[src/rtl/cic2_conv_ctrl.sv]
// Conversion sequencer for the sinc2 decimator: range-checks the decimation
// factor, pulses the filter reset, waits for done with timeout, holds result.
module cic2_conv_ctrl #(
    parameter int DW        = 19,
    parameter int MW        = 10,
    parameter int M_MIN     = 2,
    parameter int M_MAX     = 512,
    parameter int RST_CYC   = 4,
    parameter int TO_MARGIN = 16,
    parameter int CW        = 16
) (
    input  logic          clk,
    input  logic          rstb,
    input  logic          start,
    input  logic          cont,
    input  logic [MW-1:0] m_cfg,
    output logic          busy,
    output logic          cic_rst,
    output logic [MW-1:0] cic_m,
    input  logic          cic_done,
    input  logic [DW-1:0] cic_dout,
    output logic [DW-1:0] res_data,
    output logic          res_valid,
    input  logic          res_ready,
    output logic          err_cfg,
    output logic          err_timeout,
    output logic [CW-1:0] conv_cnt
);

    localparam int LW = MW + 2;

    localparam logic [MW:0]   M_LO     = (MW+1)'(M_MIN);
    localparam logic [MW:0]   M_HI     = (MW+1)'(M_MAX);
    localparam logic [LW-1:0] RST_LAST = LW'(RST_CYC - 1);

    typedef enum logic [2:0] {
        S_IDLE,
        S_RESET,
        S_RUN,
        S_CAPTURE,
        S_HOLD
    } state_t;

    state_t        state;
    state_t        state_nx;
    logic [LW-1:0] cnt;
    logic [LW-1:0] cnt_nx;
    logic [LW-1:0] cnt_inc;
    logic [LW-1:0] limit;
    logic          done_q;
    logic          m_ok;
    logic          accept;
    logic          cfg_bad;
    logic          timeout;
    logic          handshake;

    assign m_ok = ({1'b0, m_cfg} >= M_LO) && ({1'b0, m_cfg} <= M_HI);

    // 2*M + margin fits in MW+2 bits for any MW-bit factor
    assign limit     = LW'({cic_m, 1'b0}) + LW'(TO_MARGIN);
    assign cnt_inc   = cnt + LW'(1);
    assign handshake = res_valid && res_ready;
    assign busy      = (state != S_IDLE);

    always_comb begin
        state_nx = state;
        cnt_nx   = cnt;
        accept   = 1'b0;
        cfg_bad  = 1'b0;
        timeout  = 1'b0;
        unique case (state)
            S_IDLE: begin
                if (start) begin
                    if (m_ok) begin
                        accept   = 1'b1;
                        cnt_nx   = '0;
                        state_nx = S_RESET;
                    end else begin
                        cfg_bad = 1'b1;
                    end
                end
            end
            S_RESET: begin
                if (cnt == RST_LAST) begin
                    cnt_nx   = '0;
                    state_nx = S_RUN;
                end else begin
                    cnt_nx = cnt_inc;
                end
            end
            S_RUN: begin
                cnt_nx = cnt_inc;
                // a done seen on the limit cycle still counts as success
                if (done_q) begin
                    state_nx = S_CAPTURE;
                end else if (cnt_inc == limit) begin
                    timeout  = 1'b1;
                    state_nx = S_IDLE;
                end
            end
            S_CAPTURE: begin
                state_nx = S_HOLD;
            end
            S_HOLD: begin
                if (handshake) begin
                    cnt_nx   = '0;
                    state_nx = cont ? S_RESET : S_IDLE;
                end
            end
            default: begin
                state_nx = S_IDLE;
            end
        endcase
    end

    always_ff @(posedge clk) begin
        if (!rstb) begin
            state       <= S_IDLE;
            cnt         <= '0;
            done_q      <= 1'b0;
            cic_rst     <= 1'b1;
            cic_m       <= '0;
            res_data    <= '0;
            res_valid   <= 1'b0;
            err_cfg     <= 1'b0;
            err_timeout <= 1'b0;
            conv_cnt    <= '0;
        end else begin
            state   <= state_nx;
            cnt     <= cnt_nx;
            done_q  <= cic_done && (state == S_RUN);
            // registered from next state so the filter reset is glitch-free
            cic_rst <= (state_nx == S_IDLE) || (state_nx == S_RESET);
            err_cfg <= cfg_bad;

            if (accept) begin
                cic_m       <= m_cfg;
                err_timeout <= 1'b0;
            end else if (timeout) begin
                err_timeout <= 1'b1;
            end

            if (state == S_CAPTURE) begin
                res_data  <= cic_dout;
                res_valid <= 1'b1;
                conv_cnt  <= conv_cnt + CW'(1);
            end else if (handshake) begin
                res_valid <= 1'b0;
            end
        end
    end

endmodule
[config.mk]
export PLATFORM = sky130hd
export DESIGN_NAME = cic2_conv_ctrl
export DESIGN_NICKNAME = d
export VERILOG_FILES = /design/src/rtl/cic2_conv_ctrl.sv
export SDC_FILE = /design/constraint.sdc
export NUM_CORES = 1
export LEC_CHECK = 0
export BUFFER_PORTS_ARGS = -buffer_cell sky130_fd_sc_hd__buf_4
export CAP_MARGIN = 40
export CORE_UTILIZATION = 40
export DETAILED_ROUTE_END_ITERATION = 8
export PLACE_DENSITY = 0.65
export SLEW_MARGIN = 5
export SYNTH_ARGS = -nofsm -noshare
export SYNTH_HDL_FRONTEND = slang
export SYNTH_SLANG_ARGS = --single-unit
[constraint.sdc]
create_clock -name clk -period 2.5 [get_ports clk]
set_clock_uncertainty 0.2 [all_clocks]
set_input_delay 0.125 -clock clk [delete_from_list [all_inputs] [get_ports clk]]
set_output_delay 0.125 -clock clk [all_outputs]
set_load 0.05 [all_outputs]
==> results of run 1 <==
==> placed cells by master (no fill, tap or decap), types with 7 or more instances in the layout <==
master	n
sky130_fd_sc_hd__a31oi_1	7
sky130_fd_sc_hd__xor2_1	16
sky130_fd_sc_hd__and3_1	9
sky130_fd_sc_hd__buf_4	93
sky130_fd_sc_hd__dfxtp_1	65
sky130_fd_sc_hd__dlygate4sd3_1	35
sky130_fd_sc_hd__clkbuf_8	10
sky130_fd_sc_hd__a21oi_1	31
sky130_fd_sc_hd__nand3_1	16
sky130_fd_sc_hd__o21ai_0	8
sky130_fd_sc_hd__nand2_1	64
sky130_fd_sc_hd__nor2_1	37
sky130_fd_sc_hd__mux2i_1	11
sky130_fd_sc_hd__xnor2_1	21
==> what timing repair did <==
action                                  in CTS  in global routing
endpoints found under the hold margin       39                  0
hold buffers                                35                  0
gates resized for setup                      0                  2
endpoints found under the setup margin       0                  5
==> cell families after synthesis <==
family | Yosys count | synth area share (%)
mux | 12 | 3.90
xor+xnor | 37 | 10.4
simple gates | 161 | 25.2
flops | 65 | 41.8
buf+inv | 25 | 3.57
fa+ha+maj | 3 | 1.20
compound gates | 66 | 14.0
==> metrics by stage <==
stage / util (%) / instances / area, um^2
3_3_place_gp: 51.8 / 539 / 3840
5_1_grt: 59.7 / 590 / 4420
4_1_cts: 59.6 / 590 / 4420
3_5_place_dp: 51.8 / 539 / 3840
2_1_floorplan: - / 369 / 3120
6_report: 59.7 / 590 / 4420
==> worst paths after layout <==
path | start | end | slack (ns)
worst max-delay path | cnt[1] | cic_rst | 0.16
worst min-delay path | cont | state[0] | 0.08
worst max register to register | cnt[1] | cic_rst | 0.16
worst min register to register | res_data[7] | res_data[7] | 0.26
==> flip-flops by register name (all words and copies together) (netlist names) <==
signal and flops:
cic_rst 1, state 3, err_cfg 1, done_q 1
cic_m 10, err_timeout 1, cnt 12, res_data 19
conv_cnt 16, res_valid 1
==> power groups by stage <==
stage | Clock [mW] | Sequential, mW | Combinational [mW]
floorplan | 0 | 1.11 | 0.0993
global placement | 0 | 1.09 | 0.218
detailed placement | 0 | 1.09 | 0.221
CTS | 1.04 | 1.06 | 0.264
global route | 1.08 | 1.06 | 0.285
finish | 1.01 | 1.06 | 0.267
==> worst max-delay path, cell delays in order (launching register included) <==
cell and delay [ns]:
sky130_fd_sc_hd__dfxtp_1 0.43, sky130_fd_sc_hd__ha_2 0.31, sky130_fd_sc_hd__xor2_1 0.18, sky130_fd_sc_hd__xnor2_1 0.13, sky130_fd_sc_hd__o2111ai_1 0.12, sky130_fd_sc_hd__a211o_1 0.32, sky130_fd_sc_hd__nor4_4 0.33, sky130_fd_sc_hd__a31oi_2 0.16
sky130_fd_sc_hd__nor2_2 0.10
==> area by class of cell <==
| class | instances | area (um^2) |
|---|---|---|
| Fill cell | 642 | 2980 |
| Multi-Input combinational cell | 279 | 1710 |
| Sequential cell | 65 | 1300 |
| Timing Repair Buffer | 128 | 1050 |
| Clock buffer | 10 | 138 |
| Tap cell | 99 | 124 |
| Clock inverter | 6 | 90.1 |
| Inverter | 3 | 11.3 |
==> per-layer routing <==
| layer | share of wire, % | vias to the layer above |
|---|---|---|
| met5 | 0 | - |
| met4 | 2.6 | 0 |
| met3 | 5.9 | 21 |
| met2 | 47 | 104 |
| met1 | 45 | 1387 |
| li1 | - | 1511 |
==> flow_summary.toml, run 1 <==
[hold_path]
worstHoldPathCells = 4
min_path_type = "primary input to flip-flop"

[drt]
drt_drc_violations_left = 0
ant_nets = 0
route.detailed.vias_per_inst = 5.12
finalWirelength_um = 8220
drt_first_iter_violations = 143
post_drt_wl_per_cell_um = 13.9
num_vias = 3023
detailedRoute.firstPassIterationCount = 4

[worst_setup_path]
crit_type = "flip-flop to flip-flop"
crit_required_ns = 2.58
critical_path.endpoint_type = "flip-flop"
critPathArrivalTime_ns = 2.42
worstSetupStartpointType = "flip-flop"
crit_fanout = 8
r2r_cells = 8

[cts]
root_buffer = "sky130_fd_sc_hd__clkbuf_8"
cts_setup_buffers = 0
worstSkewPairLatency_ns = 0.34
cts_tree = "built"
htree_levels = 3
clk_path_buf_depth = 2
tritoncts.num_buffers = 9
numClockSinks = 65
clock_transition_time_at_the_flip_flop_clock_pins_of_the_worst_setup_and_hold_paths_ns = 0.07

[global_route]
maximum_number_of_pins_on_one_net_before_global_route_repair = 52
use_met1_pct = 26.8
antenna_violations_before_repair = 0
grt_pass1_vias = 2945
grt_pass1_wl_um = 14000
grt.met2_usage_pct = 33.8
total_global_routing_overflow = 0
groute.usage.overall_pct = 21.1
met3_usage_pct = 5.22
globalRoute.busiestLayer = "met2"

[placed_design]
finalWeightedCongestion = 0.848
post-place-ws_ns = 0.133
numPortBuffers = 84
detailedPlacementHpwl_um = 5550

[layout]
antenna_cells_inserted = 0
num-nets-final = 524
drive_above_1_share_pct = 24.8
synth_to_layout_area_growth_pct = 42.0

[synthesis]
proportion_of_register_bits_with_asynchronous_set_or_reset_after_synthesis_pct = 0
post_synth_inst_count = 369
post_synth_num_cell_types = 55
synthDominantCellAreaShare_pct = 41.8
yosysWarnings = 0
synthTopCellsByArea = "sky130_fd_sc_hd__dfxtp_1, sky130_fd_sc_hd__nand2_1, sky130_fd_sc_hd__xnor2_1"
synth_top_flop_cell = "sky130_fd_sc_hd__dfxtp_1"
yosys.area.top_type = "sky130_fd_sc_hd__dfxtp_1"
synth_most_common_cell = "sky130_fd_sc_hd__dfxtp_1"
netlist_area_um2 = 3120
synth_common_cells = "sky130_fd_sc_hd__dfxtp_1, sky130_fd_sc_hd__nand2_1, sky130_fd_sc_hd__nor2_1"
yosysSeqAreaShare_pct = 41.8
ys_seq_elements = 65
synth_enable_flop_cells = 0
synth_nets = 407
syn_avg_cell_area_um2 = 8.44

[power_and_ir_drop]
report.power.total_mw = 2.34
switching_component_of_the_power_uw = 571
vdd.ir_drop.worst_uv = 315
share_comb_of_total_power_pct = 11.4
clkPwrFrac_pct = 43.2
seq_power_share_pct = 45.4
power_leakage_nw = 1.83
power.switching_fraction_pct = 24.4
p_int_mw = 1.77
total_power_divided_by_cell_area_nw_per_um2 = 530

[floorplan]
die-height_um = 90.3
initial_utilization_pct = 42.1
io_pins = 85
die_width_um = 90.3
coreArea_um2 = 7410
overall_die_area_um2 = 8150
placementRows = 31

[sta]
post-route-worst-setup-slack_ns = 0.159
max_freq_mhz = 427
timing.hold.ws_ns = 0.0810
setup-tns-final_ns = 0
final-hold-violation-count = 0
timing.slew.headroom_pct = 63.9
timing_worst_slew_pin_value_ns = 0.541
rsz0062_at_grt = "no"
finalCritPeriodShare_pct = 93.7
setup_viol = 0
min_period_ns = 2.34
report.final.slew_viol_count = 0

[job]
maximum_capacitance_violations = 0

[run_status]
status = "finished, final reports clean"
No activity file was read; power rests on OpenSTA's default activity.
==> inputs of run 2 (changes only) <==
--- a/config.mk
+++ b/config.mk
@@ -5,11 +5,12 @@
 export SDC_FILE = /design/constraint.sdc
 export NUM_CORES = 1
 export LEC_CHECK = 0
+export ABC_AREA = 1
 export BUFFER_PORTS_ARGS = -buffer_cell sky130_fd_sc_hd__buf_4
 export CAP_MARGIN = 40
 export CORE_UTILIZATION = 40
 export DETAILED_ROUTE_END_ITERATION = 8
-export PLACE_DENSITY = 0.65
+export PLACE_DENSITY = 0.64
 export SLEW_MARGIN = 5
 export SYNTH_ARGS = -nofsm -noshare
 export SYNTH_HDL_FRONTEND = slang
==> run 2 against run 1 <==
Global-route usage increased by 0.78 points. Non-clock buffer count fell by 7. First-iteration DRC count is 41% lower. Area after synthesis up 3.9%. Critical path type unchanged. Worst hold slack lost 0.040 ns. Fmax grew 5.9%. Clock power increased by 8%. Setup slack improved by 0.13 ns. Register-to-register slack better by 0.13 ns. Synthesized cell count increased by 31%.
==> flow_summary.toml, run 2 <==
[sta]
report.final.slew_viol_count = 0
setup-tns-final_ns = 0
rsz0062_at_grt = "no"
setup_viol = 0
max_freq_mhz = 452
min_period_ns = 2.21
final-hold-violation-count = 0
timing_worst_slew_pin_value_ns = 0.708
timing.slew.headroom_pct = 52.7
finalCritPeriodShare_pct = 88.4

[power_and_ir_drop]
vdd.ir_drop.worst_uv = 313
report.power.total_mw = 2.45
total_power_divided_by_cell_area_nw_per_um2 = 542
power_leakage_nw = 1.99

[drt]
route.detailed.vias_per_inst = 4.79
drt_drc_violations_left = 0
ant_nets = 0
post_drt_wl_per_cell_um = 12.5
num_vias = 3382
detailedRoute.firstPassIterationCount = 4
finalWirelength_um = 8840
drt_first_iter_violations = 84

[cts]
tritoncts.num_buffers = 9
clock_transition_time_at_the_flip_flop_clock_pins_of_the_worst_setup_and_hold_paths_ns = 0.08
numClockSinks = 65
cts_setup_buffers = 0
root_buffer = "sky130_fd_sc_hd__clkbuf_8"
htree_levels = 3
clk_path_buf_depth = 2
worstSkewPairLatency_ns = 0.34
cts_tree = "built"

[layout]
layout_common_cells = "sky130_fd_sc_hd__nand2_1, sky130_fd_sc_hd__nor2_1, sky130_fd_sc_hd__buf_4, sky130_fd_sc_hd__dfxtp_1, sky130_fd_sc_hd__inv_1"
synth_to_layout_area_growth_pct = 39.9
antenna_cells_inserted = 0
largest_register_ffs = 19
drive_above_1_share_pct = 20.5
final_common_cell = "sky130_fd_sc_hd__nand2_1"
max_flop_register = "res_data"
largestRegisters = "res_data (19), conv_cnt (16), cnt (12)"
num-nets-final = 637

[synthesis]
synthTopCellsByArea = "sky130_fd_sc_hd__dfxtp_1, sky130_fd_sc_hd__nand2_1, sky130_fd_sc_hd__nor2_1"
synth_enable_flop_cells = 0
synth_common_cells = "sky130_fd_sc_hd__nand2_1, sky130_fd_sc_hd__nor2_1, sky130_fd_sc_hd__dfxtp_1"
synthDominantCellAreaShare_pct = 40.2
synth_most_common_cell = "sky130_fd_sc_hd__nand2_1"
synth_top_flop_cell = "sky130_fd_sc_hd__dfxtp_1"
yosys.area.top_type = "sky130_fd_sc_hd__dfxtp_1"
syn_avg_cell_area_um2 = 6.71
yosysWarnings = 0
ys_seq_elements = 65
post_synth_num_cell_types = 30
yosysSeqAreaShare_pct = 40.2
post_synth_inst_count = 482
proportion_of_register_bits_with_asynchronous_set_or_reset_after_synthesis_pct = 0
netlist_area_um2 = 3240
synth_nets = 520

[hold_path]
start_point_of_the_worst_hold_path = "cont"
worstHoldPathCells = 5
min_to = "state[0]"
min_path_type = "primary input to flip-flop"

[global_route]
groute.usage.overall_pct = 21.8
grt_pass1_vias = 3274
total_global_routing_overflow = 0
antenna_violations_before_repair = 0
maximum_number_of_pins_on_one_net_before_global_route_repair = 45
grt_pass1_wl_um = 14700

[worst_setup_path]
worstSetupStartpointType = "flip-flop"
crit_path_frequent_cell = "sky130_fd_sc_hd__nand2_1"
critPathBufInv = 0
r2r_cells = 10
critical_path.reg2reg.endpoint = "state[1]"
crit_family = "simple AND/OR/NAND/NOR gates"
critical-path-slowest-cell = "sky130_fd_sc_hd__dfxtp_1"
crit_required_ns = 2.49
cp_slowest_stage_delay_ns = 0.38
critical_path.cell_chain = "ha_1, nand2_1, nor2_2, nand2_1, nand3b_1, nand2_1, nor2_1, nand4_1, o21bai_1, a21oi_1"
critPathArrivalTime_ns = 2.20
r2r_start = "cnt[0]"
critical_path.endpoint_type = "flip-flop"
crit_fanout = 6
crit_type = "flip-flop to flip-flop"
r2r_slack_ns = 0.29

[floorplan]
coreArea_um2 = 7770
die-height_um = 91.9
initial_utilization_pct = 41.7
overall_die_area_um2 = 8450
die_width_um = 91.9
io_pins = 85
placementRows = 32

[job]
maximum_capacitance_violations = 0

[run_status]
status = "finished, final reports clean"

[placed_design]
detailedPlacementHpwl_um = 6290
numPortBuffers = 84
finalWeightedCongestion = 0.862
==> run 2: changes by cell type in the layout (fill, tap and decap cells not counted), sizes merged, moves of 13 or more <==
| cell | delta |
|---|---|
| nor2 | +59 |
| inv | +56 |
| o21ai | +39 |
| nand2 | +27 |
| nand3 | +21 |
| xnor2 | -19 |
| xor2 | -13 |
==> run 2: metal layers <==
layer	vias to the layer above	GRT usage, %	wire length (um)
met5	-	0	0
met4	0	7.81	148
met3	14	6.55	485
met2	76	37.4	4310
met1	1507	25.7	3900
li1	1785	-	-
==> run 2: timing repair <==
item                                    CTS  global route
hold buffers                             32             0
resized for setup                         0             0
endpoints found under the setup margin    0             0
endpoints found under the hold margin    32             0
==> run 2: how the worst max path moves through the flow <==
stage,from,to,cells past startpoint
final,cnt[0],state[1],10
after global routing,cnt[0],state[1],10
after CTS,cnt[0],cic_rst,11
after detailed placement,cnt[0],state[1],10
after global placement,cnt[0],state[1],10
after floorplan,cic_m[3],state[1],10
==> run 2: where the power goes <==
part,internal (mW),switching [mW],total [mW]
combinational,0.127,0.164,0.291
clock,0.668,0.424,1.09
sequential,1.05,0.0210,1.07
total,1.85,0.609,2.45
==> run 2: area by class of cell <==
cell class,instances,area (um^2)
clock buffer,10,128
clock inverter,6,116
fill,767,3240
inverter,59,221
multi-input combinational,343,1650
sequential,65,1300
tap,102,128
timing repair buffer,121,988
==> run 2: worst reg2reg max path, delay by kind of cell (launching register included) <==
family / cells / cell delay [ns]
adder cells (fa/ha/maj): 1 / 0.25
AND/OR/NAND/NOR: 7 / 0.95
AO/OA/AOI/OAI: 2 / 0.27
flip-flops: 1 / 0.38
==> run 2: logic make-up (layout without fill, tap and decap cells) <==
logic type      after synthesis  after routing  synth area share (%)
compound gates               91             91                  14.7
xor+xnor                      5              5                  1.35
fa+ha+maj                     3              3                  1.16
buf+inv                      74            196                  8.93
flops                        65             65                  40.2
simple gates                244            244                  33.6
==> run 2: per-stage QoR <==
| stage | worst slack [ns] | instance area (um^2) | utilization, % | hold slack, ns | std cells |
|---|---|---|---|---|---|
| 5_1_grt | 0.0812 | 4530 | 58.3 | 0.0606 | 706 |
| 3_5_place_dp | 0.293 | 3960 | 51.0 | 0.164 | 658 |
| 2_1_floorplan | 0.317 | 3240 | - | 0.0442 | 482 |
| 6_report | 0.290 | 4530 | 58.3 | 0.0411 | 706 |
| 4_1_cts | 0.276 | 4530 | 58.3 | 0.0376 | 706 |
| 3_3_place_gp | 0.323 | 3960 | 51.0 | 0.168 | 658 |
==> inputs of run 3 (changes only) <==
--- a/config.mk
+++ b/config.mk
@@ -11,6 +11,7 @@
 export CORE_UTILIZATION = 40
 export DETAILED_ROUTE_END_ITERATION = 8
 export PLACE_DENSITY = 0.64
+export SETUP_SLACK_MARGIN = 0.3
 export SLEW_MARGIN = 5
 export SYNTH_ARGS = -nofsm -noshare
 export SYNTH_HDL_FRONTEND = slang
==> run 3 against run 2 <==
Sequential power hardly changed. Register-to-register slack better by 0.18 ns. Final cell count is 0.85% higher. Largest power group unchanged.
==> flow_summary.toml, run 3 (synthesized netlist as in run 2, its figures left out) <==
[run_status]
status = "finished, final reports clean"

[worst_setup_path]
crit_fanout = 8
crit_type = "primary input to flip-flop"
worstSetupStartpointType = "primary input"
critPathArrivalTime_ns = 2.09
r2r_slack_ns = 0.47
crit_required_ns = 2.53
critical_path.endpoint_type = "flip-flop"
r2r_cells = 10

[placed_design]
finalWeightedCongestion = 0.862
numPortBuffers = 84
placed_cells = 658
detailedPlacementHpwl_um = 6290

[layout]
synth_to_layout_area_growth_pct = 42.7
largest_register_ffs = 19
final_core_util_pct = 59.4
drive_above_1_share_pct = 23.0
final_common_cell = "sky130_fd_sc_hd__buf_4"
antenna_cells_inserted = 0
finish.cell_count_without_fillers = 712
layout_common_cells = "sky130_fd_sc_hd__buf_4, sky130_fd_sc_hd__nor2_1, sky130_fd_sc_hd__nand2_1, sky130_fd_sc_hd__dfxtp_1, sky130_fd_sc_hd__inv_1"
num-nets-final = 643
largestRegisters = "res_data (19), conv_cnt (16), cnt (12)"
max_flop_register = "res_data"

[drt]
num_vias = 3421
finalWirelength_um = 8970
post_drt_wl_per_cell_um = 12.6
route.detailed.vias_per_inst = 4.80
drt_drc_violations_left = 0
drt_first_iter_violations = 87
detailedRoute.firstPassIterationCount = 4
ant_nets = 0

[hold_path]
worstHoldPathCells = 5
min_path_type = "primary input to flip-flop"

[global_route]
met3_usage_pct = 6.30
grt_pass1_vias = 3277
use_met1_pct = 25.9
globalRoute.busiestLayer = "met2"
groute.usage.overall_pct = 21.9
antenna_violations_before_repair = 0
total_global_routing_overflow = 0
grt.met2_usage_pct = 37.6
grt_pass1_wl_um = 14700
maximum_number_of_pins_on_one_net_before_global_route_repair = 45

[sta]
final-hold-violation-count = 0
report.final.slew_viol_count = 0
timing.slew.headroom_pct = 52.3
setup_viol = 0
max_freq_mhz = 486
min_period_ns = 2.06
finalCritPeriodShare_pct = 82.3
setup-tns-final_ns = 0
timing.hold.ws_ns = 0.0409
timing_worst_slew_pin_value_ns = 0.715
rsz0062_at_grt = "no"

[cts]
cts_tree = "built"
htree_levels = 3
numClockSinks = 65
clock_transition_time_at_the_flip_flop_clock_pins_of_the_worst_setup_and_hold_paths_ns = 0.08
clk_path_buf_depth = 2
tritoncts.num_buffers = 9
worstSkewPairLatency_ns = 0.34
root_buffer = "sky130_fd_sc_hd__clkbuf_8"

[floorplan]
overall_die_area_um2 = 8450
placementRows = 32
die_width_um = 91.9
io_pins = 85
die-height_um = 91.9
initial_utilization_pct = 41.7
coreArea_um2 = 7770

[power_and_ir_drop]
total_power_divided_by_cell_area_nw_per_um2 = 535
power_leakage_nw = 2.02
report.power.total_mw = 2.47
vdd.ir_drop.worst_uv = 314

[job]
maximum_capacitance_violations = 0
run 3: changes by cell type in the layout (fill, tap and decap cells not counted), moves of 2 or more:
cell,before,now
sky130_fd_sc_hd__o21ai_0,46,43
sky130_fd_sc_hd__nor2_4,3,5
sky130_fd_sc_hd__o21ai_2,0,2
sky130_fd_sc_hd__nor2_2,5,3
sky130_fd_sc_hd__buf_4,89,94
sky130_fd_sc_hd__dfxtp_2,0,5
sky130_fd_sc_hd__dfxtp_1,65,60
run 3: worst paths after layout:
path / from / to
worst min register to register: err_timeout / err_timeout
worst min-delay path: cont / state[0]
worst max register to register: cnt[1] / state[1]
worst max-delay path: m_cfg[3] / cic_m[6]
run 3: final cells by class:
| cell class | instances | area (um^2) |
|---|---|---|
| clock inverter | 6 | 116 |
| clock buffer | 10 | 128 |
| sequential | 65 | 1310 |
| tap | 102 | 128 |
| multi-input combinational | 343 | 1680 |
| timing repair buffer | 127 | 1030 |
| inverter | 59 | 225 |
| fill | 756 | 3150 |
run 3: through the flow:
stage	area (um^2)	worst slack [ns]
after global routing	4620	0.305
after detailed placement	3960	0.293
after floorplan	3240	0.317
after CTS	4530	0.334
final	4620	0.443
after global placement	3960	0.323
run 3: what timing repair did:
item / in CTS / in global routing
gates resized for setup: 1 / 15
setup buffers: 0 / 6
cloned: 0 / 0
endpoints found under the setup margin: 2 / 22
hold endpoints to repair: 32 / 0
pin swaps: 0 / 2
hold buffers: 32 / 0
run 3: metal layers:
layer	wire, um	vias to the layer above
li1	-	1797
met1	3980	1524
met2	4360	86
met3	483	14
met4	148	0
met5	0	-
run 3: critical path: stages:
cell	delay, ns
sky130_fd_sc_hd__dlygate4sd3_1	0.54
sky130_fd_sc_hd__buf_4	0.14
sky130_fd_sc_hd__nor2_1	0.09
sky130_fd_sc_hd__nand2_1	0.09
sky130_fd_sc_hd__o21ai_2	0.17
sky130_fd_sc_hd__nand2_1	0.11
sky130_fd_sc_hd__nor3_4	0.20
sky130_fd_sc_hd__clkinvlp_4	0.18
sky130_fd_sc_hd__clkbuf_4	0.20
sky130_fd_sc_hd__o21ai_0	0.17
sky130_fd_sc_hd__a21oi_1	0.06
run 3: where the power goes:
group	switching [mW]	total, mW	internal (mW)
Sequential	0.0221	1.07	1.05
Clock	0.426	1.09	0.668
Combinational	0.168	0.304	0.136
Total	0.616	2.47	1.86
